--- config.mk ---
export PLATFORM = sky130hd
export DESIGN_NAME = mips_datapath_alu_muldiv
export DESIGN_NICKNAME = d
export VERILOG_FILES = /design/src/rtl/mips_datapath_alu_muldiv.sv
export SDC_FILE = /design/constraint.sdc
export NUM_CORES = 1
export LEC_CHECK = 0
export ABC_CLOCK_PERIOD_IN_PS = 7450
export BUFFER_PORTS_ARGS = -buffer_cell sky130_fd_sc_hd__buf_2
export CAP_MARGIN = 20
export CORE_MARGIN = 5
export CORE_UTILIZATION = 30
export DETAILED_ROUTE_END_ITERATION = 12
export SLEW_MARGIN = 10
export SYNTH_ARGS = -nofsm -noshare
export SYNTH_HDL_FRONTEND = slang
export SYNTH_SLANG_ARGS = --single-unit
export TNS_END_PERCENT = 20
--- constraint.sdc ---
create_clock -name i_clock -period 7.45 [get_ports i_clock]
set_input_delay 1.1175 -clock i_clock [delete_from_list [all_inputs] [get_ports i_clock]]
set_output_delay 1.1175 -clock i_clock [all_outputs]
set_load 0.1 [all_outputs]
--- src/rtl/mips_datapath_alu_muldiv.sv ---
// Iterative HI/LO multiply/divide unit for the EX stage.
// Radix-2 shift-add multiply and restoring divide, one bit per cycle.
module mips_datapath_alu_muldiv #(
    parameter int DATA_W = 32
) (
    input  logic              i_clock,
    input  logic              i_reset,
    input  logic              i_start,
    input  logic [2:0]        i_op,
    input  logic [DATA_W-1:0] i_data1,
    input  logic [DATA_W-1:0] i_data2,
    input  logic              i_flush,
    output logic              o_busy,
    output logic              o_done,
    output logic [DATA_W-1:0] o_hi,
    output logic [DATA_W-1:0] o_lo,
    output logic              o_divZero
);

    localparam int CW = $clog2(DATA_W + 1);

    typedef enum logic [1:0] {
        S_IDLE,
        S_RUN,
        S_FIX
    } state_t;

    state_t              r_state;
    state_t              w_state_nxt;
    logic [CW-1:0]       r_cnt;
    logic [2*DATA_W-1:0] r_acc;
    logic [DATA_W-1:0]   r_b;
    logic [DATA_W-1:0]   r_raw;
    logic                r_is_div;
    logic                r_neg_lo;
    logic                r_neg_hi;
    logic                r_div0;
    logic [DATA_W-1:0]   r_hi;
    logic [DATA_W-1:0]   r_lo;
    logic                r_done;
    logic                r_divZero;

    logic              w_accept;
    logic              w_md;
    logic              w_mthi;
    logic              w_mtlo;
    logic              w_a_neg;
    logic              w_b_neg;
    logic [DATA_W-1:0] w_abs1;
    logic [DATA_W-1:0] w_abs2;

    assign w_accept = (r_state == S_IDLE) && i_start && !i_flush;
    assign w_md     = w_accept && !i_op[2];
    assign w_mthi   = w_accept && (i_op == 3'd4);
    assign w_mtlo   = w_accept && (i_op == 3'd5);
    // Even op codes (MULT, DIV) are the signed forms
    assign w_a_neg  = !i_op[0] && i_data1[DATA_W-1];
    assign w_b_neg  = !i_op[0] && i_data2[DATA_W-1];
    assign w_abs1   = w_a_neg ? -i_data1 : i_data1;
    assign w_abs2   = w_b_neg ? -i_data2 : i_data2;

    // Multiply step: conditional add into the high half, then shift right
    logic [DATA_W:0]     w_sum;
    logic [2*DATA_W-1:0] w_mul_nxt;

    assign w_sum     = {1'b0, r_acc[2*DATA_W-1:DATA_W]}
                     + (r_acc[0] ? {1'b0, r_b} : '0);
    assign w_mul_nxt = {w_sum, r_acc[DATA_W-1:1]};

    // Divide step: remainder in the high half, quotient shifts into the low
    logic [DATA_W:0]     w_rsh;
    logic                w_ge;
    logic [DATA_W-1:0]   w_rem_sub;
    logic [2*DATA_W-1:0] w_div_nxt;

    assign w_rsh     = {r_acc[2*DATA_W-1:DATA_W], r_acc[DATA_W-1]};
    assign w_ge      = w_rsh >= {1'b0, r_b};
    assign w_rem_sub = w_rsh[DATA_W-1:0] - r_b;
    assign w_div_nxt = w_ge
        ? {w_rem_sub, r_acc[DATA_W-2:0], 1'b1}
        : {w_rsh[DATA_W-1:0], r_acc[DATA_W-2:0], 1'b0};

    logic [2*DATA_W-1:0] w_prod;
    logic [DATA_W-1:0]   w_fix_hi;
    logic [DATA_W-1:0]   w_fix_lo;

    assign w_prod = r_neg_lo ? -r_acc : r_acc;

    always_comb begin
        w_fix_hi = w_prod[2*DATA_W-1:DATA_W];
        w_fix_lo = w_prod[DATA_W-1:0];
        if (r_is_div) begin
            if (r_div0) begin
                w_fix_hi = r_raw;
                w_fix_lo = '1;
            end else begin
                w_fix_lo = r_neg_lo ? -r_acc[DATA_W-1:0]
                                    : r_acc[DATA_W-1:0];
                w_fix_hi = r_neg_hi ? -r_acc[2*DATA_W-1:DATA_W]
                                    : r_acc[2*DATA_W-1:DATA_W];
            end
        end
    end

    always_comb begin
        w_state_nxt = r_state;
        unique case (r_state)
            S_IDLE: if (w_md) w_state_nxt = S_RUN;
            S_RUN: begin
                if (i_flush)
                    w_state_nxt = S_IDLE;
                else if (r_cnt == CW'(1))
                    w_state_nxt = S_FIX;
            end
            S_FIX:   w_state_nxt = S_IDLE;
            default: w_state_nxt = S_IDLE;
        endcase
    end

    always_ff @(posedge i_clock or posedge i_reset) begin
        if (i_reset)
            r_state <= S_IDLE;
        else
            r_state <= w_state_nxt;
    end

    always_ff @(posedge i_clock or posedge i_reset) begin
        if (i_reset) begin
            r_cnt     <= '0;
            r_acc     <= '0;
            r_b       <= '0;
            r_raw     <= '0;
            r_is_div  <= 1'b0;
            r_neg_lo  <= 1'b0;
            r_neg_hi  <= 1'b0;
            r_div0    <= 1'b0;
            r_hi      <= '0;
            r_lo      <= '0;
            r_done    <= 1'b0;
            r_divZero <= 1'b0;
        end else begin
            r_done <= 1'b0;
            if (w_md) begin
                r_is_div  <= i_op[1];
                r_neg_lo  <= w_a_neg ^ w_b_neg;
                r_neg_hi  <= w_a_neg;
                r_raw     <= i_data1;
                r_div0    <= i_op[1] && (i_data2 == '0);
                r_divZero <= 1'b0;
                r_cnt     <= CW'(DATA_W);
                r_b       <= i_op[1] ? w_abs2 : w_abs1;
                r_acc     <= {{DATA_W{1'b0}},
                              (i_op[1] ? w_abs1 : w_abs2)};
            end
            if (w_mthi) r_hi <= i_data1;
            if (w_mtlo) r_lo <= i_data1;
            if (r_state == S_RUN) begin
                r_acc <= r_is_div ? w_div_nxt : w_mul_nxt;
                r_cnt <= r_cnt - CW'(1);
            end
            if (r_state == S_FIX && !i_flush) begin
                r_hi      <= w_fix_hi;
                r_lo      <= w_fix_lo;
                r_done    <= 1'b1;
                r_divZero <= r_div0;
            end
        end
    end

    assign o_busy    = (r_state != S_IDLE);
    assign o_done    = r_done;
    assign o_hi      = r_hi;
    assign o_lo      = r_lo;
    assign o_divZero = r_divZero;

endmodule
### Yosys cells after proc, flatten, opt, wreduce, memory -nomap -nowiden

Index checks and enable logic that the tools add are counted.

* add/subtract/negate cells: 8
* order comparisons: 1
* equality and inequality tests: 7
* multiplexer cells: 29
* bitwise logic cells: 1
* reductions and logical operators: 20

Operator list (number)
* 2-to-1 mux 32 bit: 15
* 2-to-1 mux 64 bit: 5
* negator 32 bit: 4
* negator 64 bit: 1
* adder 32 x 32 -> 33 bit: 1
* greater-or-equal comparator 33 x 32 -> 1 bit: 1
* zero test 32 bit: 1
* subtractor 32 bit: 1
* 2-to-1 mux 6 bit: 2
* nonzero test 2 bit: 5
* logical AND 1 bit: 9
* == test 3 bit (second input constant): 2
* == test 6 x 1 -> 1 bit (second input constant): 1
* 2-to-1 mux 2 bit: 3
* subtractor 6 x 1 -> 6 bit (second input constant): 1
* case mux 2 bit (2 select lines): 1
* zero test 1 bit: 3
* 2-to-1 mux 1 bit: 3
* inequality test 3 bit (second input constant): 1
* == test 2 x 1 -> 1 bit (second input constant): 1
* == test 2 bit (second input constant): 1
* zero test 2 bit: 1
* inequality test 2 bit (second input constant): 1
* AND reduction 2 bit: 1
* XOR 1 bit: 1

* register bits after elaboration: 206
* bits of input ports: 71
* output and inout bits: 67

### Depth between registers and ports, before layout

Gate-level depths: netlist (run 1).

* word-level depth: 6
* gate-level depth with buffers: 14

### Worst setup path before layout (run 1)

Ideal clock, no wire load.

* path kind: input to register
* from: in i_data2[1]
* to: reg r_acc[25]
* data arrival time: 3.514 ns
* path slack: 3.799 ns
* cell stages on the path: 9
* path through: or2_2 or4b_4 or3_4 or3_4 o41ai_2 xor2_1 nand2_1 a221oi_1 a21oi_1

* cells in the longest elaborated chain, start to end: 5

Ends and longest elaborated chain
* from (decl): RTL line 11 `input logic [DATA_W-1:0] i_data2,`
* negator 32 bit: RTL line 60 `assign w_abs2 = w_b_neg ? -i_data2 : i_data2;`
* 2-to-1 mux 32 bit: RTL line 60
* 2-to-1 mux 32 bit: RTL line 153 `(i_op[1] ? w_abs1 : w_abs2)};`
* 2-to-1 mux 64 bit: RTL line 143 `if (w_md) begin`
* 2-to-1 mux 64 bit: RTL line 157 `if (r_state == S_RUN) begin`
* to (signal assigned): RTL line 152 `r_acc <= {{DATA_W{1'b0}},`
* to (signal assigned): RTL line 158 `r_acc <= r_is_div ? w_div_nxt : w_mul_nxt;`
* to (decl): RTL line 31 `logic [2*DATA_W-1:0] r_acc;`

No other way between the ends. The select of a mux whose other input is x is not followed.
A chain may end at the register's enable or synchronous reset.

### Worst setup path after layout (run 1)

* from: reg r_acc[0]
* to: reg r_acc[46]

* cells in the longest elaborated chain, start to end: 4

Ends and longest elaborated chain
* 2-to-1 mux 32 bit: RTL line 67 `+ (r_acc[0] ? {1'b0, r_b} : '0);`
* adder 32 x 32 -> 33 bit: RTL line 67
* 2-to-1 mux 64 bit: RTL line 158
* 2-to-1 mux 64 bit: RTL line 157

No other way between the ends.

==> flow_metrics.tcl, run 1 <==
set metrics [dict create \
    gp_congestion 0.928 \
    htreeDepth 1 \
    drt_iter0_markers 1812 \
    start_kind "flop" \
    portBuffers 137 \
    cts_tree "built" \
    required_ps 7890 \
    core_area_um2 57700 \
    rsz0062_at_grt "no" \
    routed_wl_um 72400 \
    relSlewSlack_pct 28.8 \
    critPathMaxStageDelay_ps 620 \
    io_pins 138 \
    yosys.area_share.simple_pct 20.5 \
    layout-area-overhead-vs-synth_pct 12.4 \
    cts_hold_buffers 0 \
    worst_slew_pin_slew_ps 1060 \
    yosysTopAreaCell "dfrtp_1" \
    cts_buffers 25 \
    die_h_um 251 \
    avgRoutedWirePerCell_um 23.8 \
    fin_ws_ps 3300 \
    pre_cts_slack_ps 3390 \
    worstSetupPathType "reg -> reg" \
    setup_viol 0 \
    nNetsFinal 2405 \
    slowest_stage "o311ai_0" \
    multi_input_area_um2 11400 \
    status "complete, no violations" \
    synthAdderAreaFrac_pct 5.25 \
    ff_latch_area_um2 5160 \
    die_width_um 251 \
    dieArea_um2 63100 \
    cts_resized 0 \
    power.density_nw_per_um2 425 \
    synthArstFlopShare_pct 100 \
    grt_antenna_before_repair 4 \
    syn_avg_cell_area_um2 7.81 \
    dp_hpwl_um 54000 \
    synth.area.top_cells "dfrtp_1 30%, nand2_1 7.4%, ha_1 5.0%" \
    yosysMostFrequentCell "nand2_1" \
    placedCellCount 3000 \
    synth_seq_cells 206 \
    yosysSeqAreaShare_pct 29.5 \
    slew_viol_final 0 \
    synth-xor-area-share_pct 8.23 \
    start_util_pct 30.2 \
    max_freq_mhz 241 \
    synth_compound_area_share_pct 26.3 \
    gr-total-overflow 0 \
    yosys_warnings 0 \
    n_fill_cell 6171 \
    grt_pass1_vias 17000 \
    post-route-min-period_ps 4150 \
    viasPerCell 5.91 \
    maxCapViolCount 0 \
    ctsLongestPathBuffers 3 \
    synth_ff_type "dfrtp_1" \
    clock_sinks 206 \
    synth_edf_count 0 \
    peakVddDrop_mv 0.389 \
    final_cells 3048 \
    drc 0 \
    fin_crit_sh_pct 55.7 \
    skew_ps 22.9 \
    hold_viol 0 \
    synth_mux_area_share_pct 5.01 \
    timing.critical_path.cells "inv_1 -> buf_4 -> nor2_1 -> ha_1 -> a211oi_1 -> nor2_1 -> a31o_2 -> o311ai_0 -> a21boi_0 -> o21ai_0 -> nor3b_1 -> nor3_1 -> a221o_1" \
    syn_inst 2234 \
    row_count 88 \
    grt_max_degree 103 \
    grt_usage_pct 21.7 \
    synth_cell_types 82 \
    cts_setup_buffers 0 \
    cp_max_fo 30 \
    drive_gt1_share_pct 11.6 \
    ant_nets 0 \
    final_util_pct 34.0 \
    vias 18000 \
    insertion_delay_ps 570 \
    synthTopCellsByCount "345 x nand2_1, 206 x dfrtp_1, 172 x a21oi_1" \
    synth_fp_nets 2377 \
    synth_top_family_by_area "compound AO/OA/AOI/OAI gates" \
    netlist.area_leader.share_pct 29.5 \
    hold_class "reg -> reg" \
    arrival_ps 4600 \
    clk_pin_slew_ps 60 \
    power.leakage_nw 8.34 \
    setup_tns_ps 0 \
    crit_top_cell "nor2_1" \
    crit_path_end_kind "flop" \
    drt_pass1_iterations 5 \
    grt_pass1_wl_um 108000 \
    netlist_area_um2 17400 \
    cts_root_buf "clkbuf_16" \
]
routing by layer:
metal	part of all wire, %	GRT usage (%)	vias up
met2	46	35.3	839
met3	7.4	2.65	152
met1	43	30.3	8854
met5	0.0097	0	-
li1	-	-	8174
met4	4.0	6.86	2
kinds of logic (layout without fill, tap and decap cells):
kind of cell	Yosys count	in the layout
AO/OA/AOI/OAI	705	705
XOR/XNOR	164	164
adder cells (fa/ha/maj)	72	72
buffers and inverters	232	279
flip-flops	206	206
multiplexers	86	86
other	0	2
AND/OR/NAND/NOR	769	769
final cells by class:
cell class | count | share of cell area [%]
multi-input combinational | 1796 | 58.3
sequential | 206 | 26.3
tap | 765 | 4.88
timing repair buffer | 163 | 4.61
clock buffer | 30 | 3.49
inverter | 70 | 1.38
clock inverter | 16 | 1.05
antenna | 2 | 0.0255
worst paths after layout:
| check | cells past startpoint | startpoint | end | slack (ps) |
|---|---|---|---|---|
| min in group asynchronous | 2 | i_reset | o_done | 650 |
| min reg2reg | 1 | r_cnt[5] | r_cnt[5] | 480 |
| max reg2reg | 13 | r_acc[0] | r_acc[46] | 3300 |
| min | 1 | r_cnt[5] | r_cnt[5] | 480 |
| max | 13 | r_acc[0] | r_acc[46] | 3300 |
| max in group asynchronous | 3 | i_reset | o_lo[11] | 5370 |
through the flow:
stage	cell area, um^2	total power, mW	hold WS, ps
detailed placement	18700	6.89	463
CTS	19600	8.26	480
floorplan	17400	5.53	441
global placement	18700	6.87	461
global route	19600	8.79	509
finish	19600	8.34	477
critical path: cells and delay by family (launching register included):
kind / cells / cell delay (ps)
simple gates: 4 / 590
fa+ha+maj: 1 / 260
compound gates: 6 / 2110
buf+inv: 2 / 580
flops: 1 / 490
state kept, by name, summed over array words and instances (netlist names), 2 cells and up:
name / flops
o_hi: 32
o_lo: 32
r_acc: 64
r_b: 32
r_cnt: 6
r_raw: 32
r_state: 2
where the power goes:
| part | switching [mW] | internal (mW) |
|---|---|---|
| clock network | 0.548 | 0.798 |
| logic | 3.34 | 1.58 |
| registers | 0.598 | 1.48 |
cell usage in the layout (no fill, tap or decap), drive strengths merged, types with 18 or more instances in the layout:
cell type  Yosys  final
xnor2         76     76
and3          18     18
a21o          35     35
o211ai        31     31
ha            70     70
o31ai         31     31
a21oi        172    172
a31oi         28     28
o21ai        180    180
a211oi        55     55
nand3         45     45
nor3          45     45
a22oi         21     21
xor2          88     88
buf           23    163
a32oi         32     32
or4           25     25
inv           69     70
dfrtp        206    206
nor2         163    163
mux2i         75     75
clkbuf       139     30
or3           35     35
nand2        345    345
Power figures use the tool's default switching activity.
==> run 2: changes to the inputs <==
--- a/config.mk
+++ b/config.mk
@@ -5,7 +5,7 @@
 export SDC_FILE = /design/constraint.sdc
 export NUM_CORES = 1
 export LEC_CHECK = 0
-export ABC_CLOCK_PERIOD_IN_PS = 7450
+export ABC_CLOCK_PERIOD_IN_PS = 3700
 export BUFFER_PORTS_ARGS = -buffer_cell sky130_fd_sc_hd__buf_2
 export CAP_MARGIN = 20
 export CORE_MARGIN = 5
==> constraint.sdc (replaced) <==
create_clock -name i_clock -period 3.7 [get_ports i_clock]
set_input_delay 0.555 -clock i_clock [delete_from_list [all_inputs] [get_ports i_clock]]
set_output_delay 0.555 -clock i_clock [all_outputs]
set_load 0.1 [all_outputs]
==> flow_metrics.tcl, run 2 (same netlist as run 1, synthesis figures left out) <==
set metrics [dict create \
    status "complete, no violations" \
    cp_max_fo 13 \
    clock_sinks 206 \
    power.leakage_nw 8.81 \
    mostFrequentLayoutCells "345 x nand2_1, 205 x dfrtp_1, 171 x a21oi_1" \
    drt_pass1_iterations 6 \
    start_kind "flop" \
    cts_setup_buffers 0 \
    maxCapViolCount 0 \
    clk_pin_slew_ps 60 \
    largest_register_ffs 64 \
    hold_class "in -> async" \
    peakVddDrop_mv 0.807 \
    viasPerCell 5.87 \
    gp_congestion 0.952 \
    mostFrequentLayoutCell "nand2_1" \
    timing.critical_path.cells "inv_1 -> buf_12 -> nor2_1 -> ha_1 -> nand2_1 -> o21ai_0 -> a21oi_1 -> buf_4 -> a211oi_1 -> nor3_1 -> o31ai_1 -> a2111oi_0 -> o31ai_1" \
    io_pins 138 \
    grt_usage_pct 22.3 \
    routed_wl_um 74200 \
    arrival_ps 4040 \
    grt_antenna_before_repair 4 \
    critPathMaxStageDelay_ps 580 \
    slowest_stage "a211oi_1" \
    gr-total-overflow 0 \
    grt_pass1_vias 17700 \
    cts_tree "built" \
    portBuffers 137 \
    skew_ps 30.8 \
    slew_viol_final 0 \
    drt_iter0_markers 1908 \
    nNetsFinal 2505 \
    dieArea_um2 63100 \
    die_h_um 251 \
    ctsLongestPathBuffers 3 \
    row_count 88 \
    cts_resized 0 \
    fin_ws_ps 111 \
    layout-area-overhead-vs-synth_pct 17.0 \
    avgRoutedWirePerCell_um 23.6 \
    hold_viol 0 \
    cts_buffers 26 \
    cts_hold_buffers 0 \
    regMostFlops "r_acc" \
    worstSetupPathType "reg -> reg" \
    insertion_delay_ps 580 \
    crit_path_end_kind "flop" \
    setup_tns_ps 0 \
    power.density_nw_per_um2 842 \
    drive_gt1_share_pct 15.3 \
    worst_slew_pin_slew_ps 948 \
    ant_nets 0 \
    grt_max_degree 104 \
    die_width_um 251 \
    drc 0 \
    vias 18500 \
    rsz0062_at_grt "no" \
    crit_top_cell "o31ai_1" \
    relSlewSlack_pct 36.8 \
    cts_root_buf "clkbuf_16" \
    post-route-min-period_ps 3590 \
    fin_crit_sh_pct 97.0 \
    core_area_um2 57700 \
    setup_viol 0 \
    start_util_pct 30.2 \
    required_ps 4150 \
    cp_num_buf_inv 3 \
    dp_hpwl_um 55900 \
    n_fill_cell 6140 \
    grt_pass1_wl_um 111000 \
    crit_family "compound AO/OA/AOI/OAI gates" \
    pre_cts_slack_ps 145 \
    htreeDepth 1 \
    max_freq_mhz 279 \
]
## run 2: final timing paths
kind,from,endpoint,slack [ps],depth (start not counted)
worst max-delay path,r_acc[0],r_acc[63],110,13
worst min-delay path,i_reset,o_done,160,2
worst max register to register,r_acc[0],r_acc[63],110,13
worst min register to register,r_cnt[5],r_cnt[5],470,1
max in group asynchronous,i_reset,r_cnt[0],2570,3
min in group i_clock,i_flush,r_state[1],180,2
## run 2: metrics by stage
step	std cells	hold WS (ps)	instance area, um^2	util [%]	power [mW]
after floorplan	2234	441	17500	-	11.1
after global placement	3097	460	19500	33.8	14.3
after detailed placement	3098	463	19500	33.8	14.4
after CTS	3144	152	20300	35.3	17.0
after global routing	3147	161	20400	35.4	18.2
final	3147	156	20400	35.4	17.2
## run 2: routing by layer
metal | global-route usage (%) | vias up | part of all wire, %
li1 | - | 8363 | -
met1 | 30.3 | 9103 | 43
met2 | 35.9 | 826 | 45
met3 | 3.55 | 191 | 7.1
met4 | 8.64 | 0 | 4.8
met5 | 0 | - | 0
## run 2: layout make-up
| class | count | area (um^2) | share of cell area [%] |
|---|---|---|---|
| Antenna cell | 2 | 5.00 | 0.0245 |
| Tap cell | 765 | 957 | 4.69 |
| Inverter | 70 | 267 | 1.31 |
| Multi-Input combinational cell | 1796 | 11500 | 56.2 |
| Clock buffer | 38 | 736 | 3.61 |
| Clock inverter | 8 | 101 | 0.497 |
| Sequential cell | 206 | 5160 | 25.3 |
| Timing Repair Buffer | 262 | 1720 | 8.42 |
## run 2: report_power, final
group / switching, mW / internal, mW
Sequential: 1.03 / 2.98
Clock: 1.11 / 1.45
Combinational: 6.95 / 3.64
Total: 9.10 / 8.08
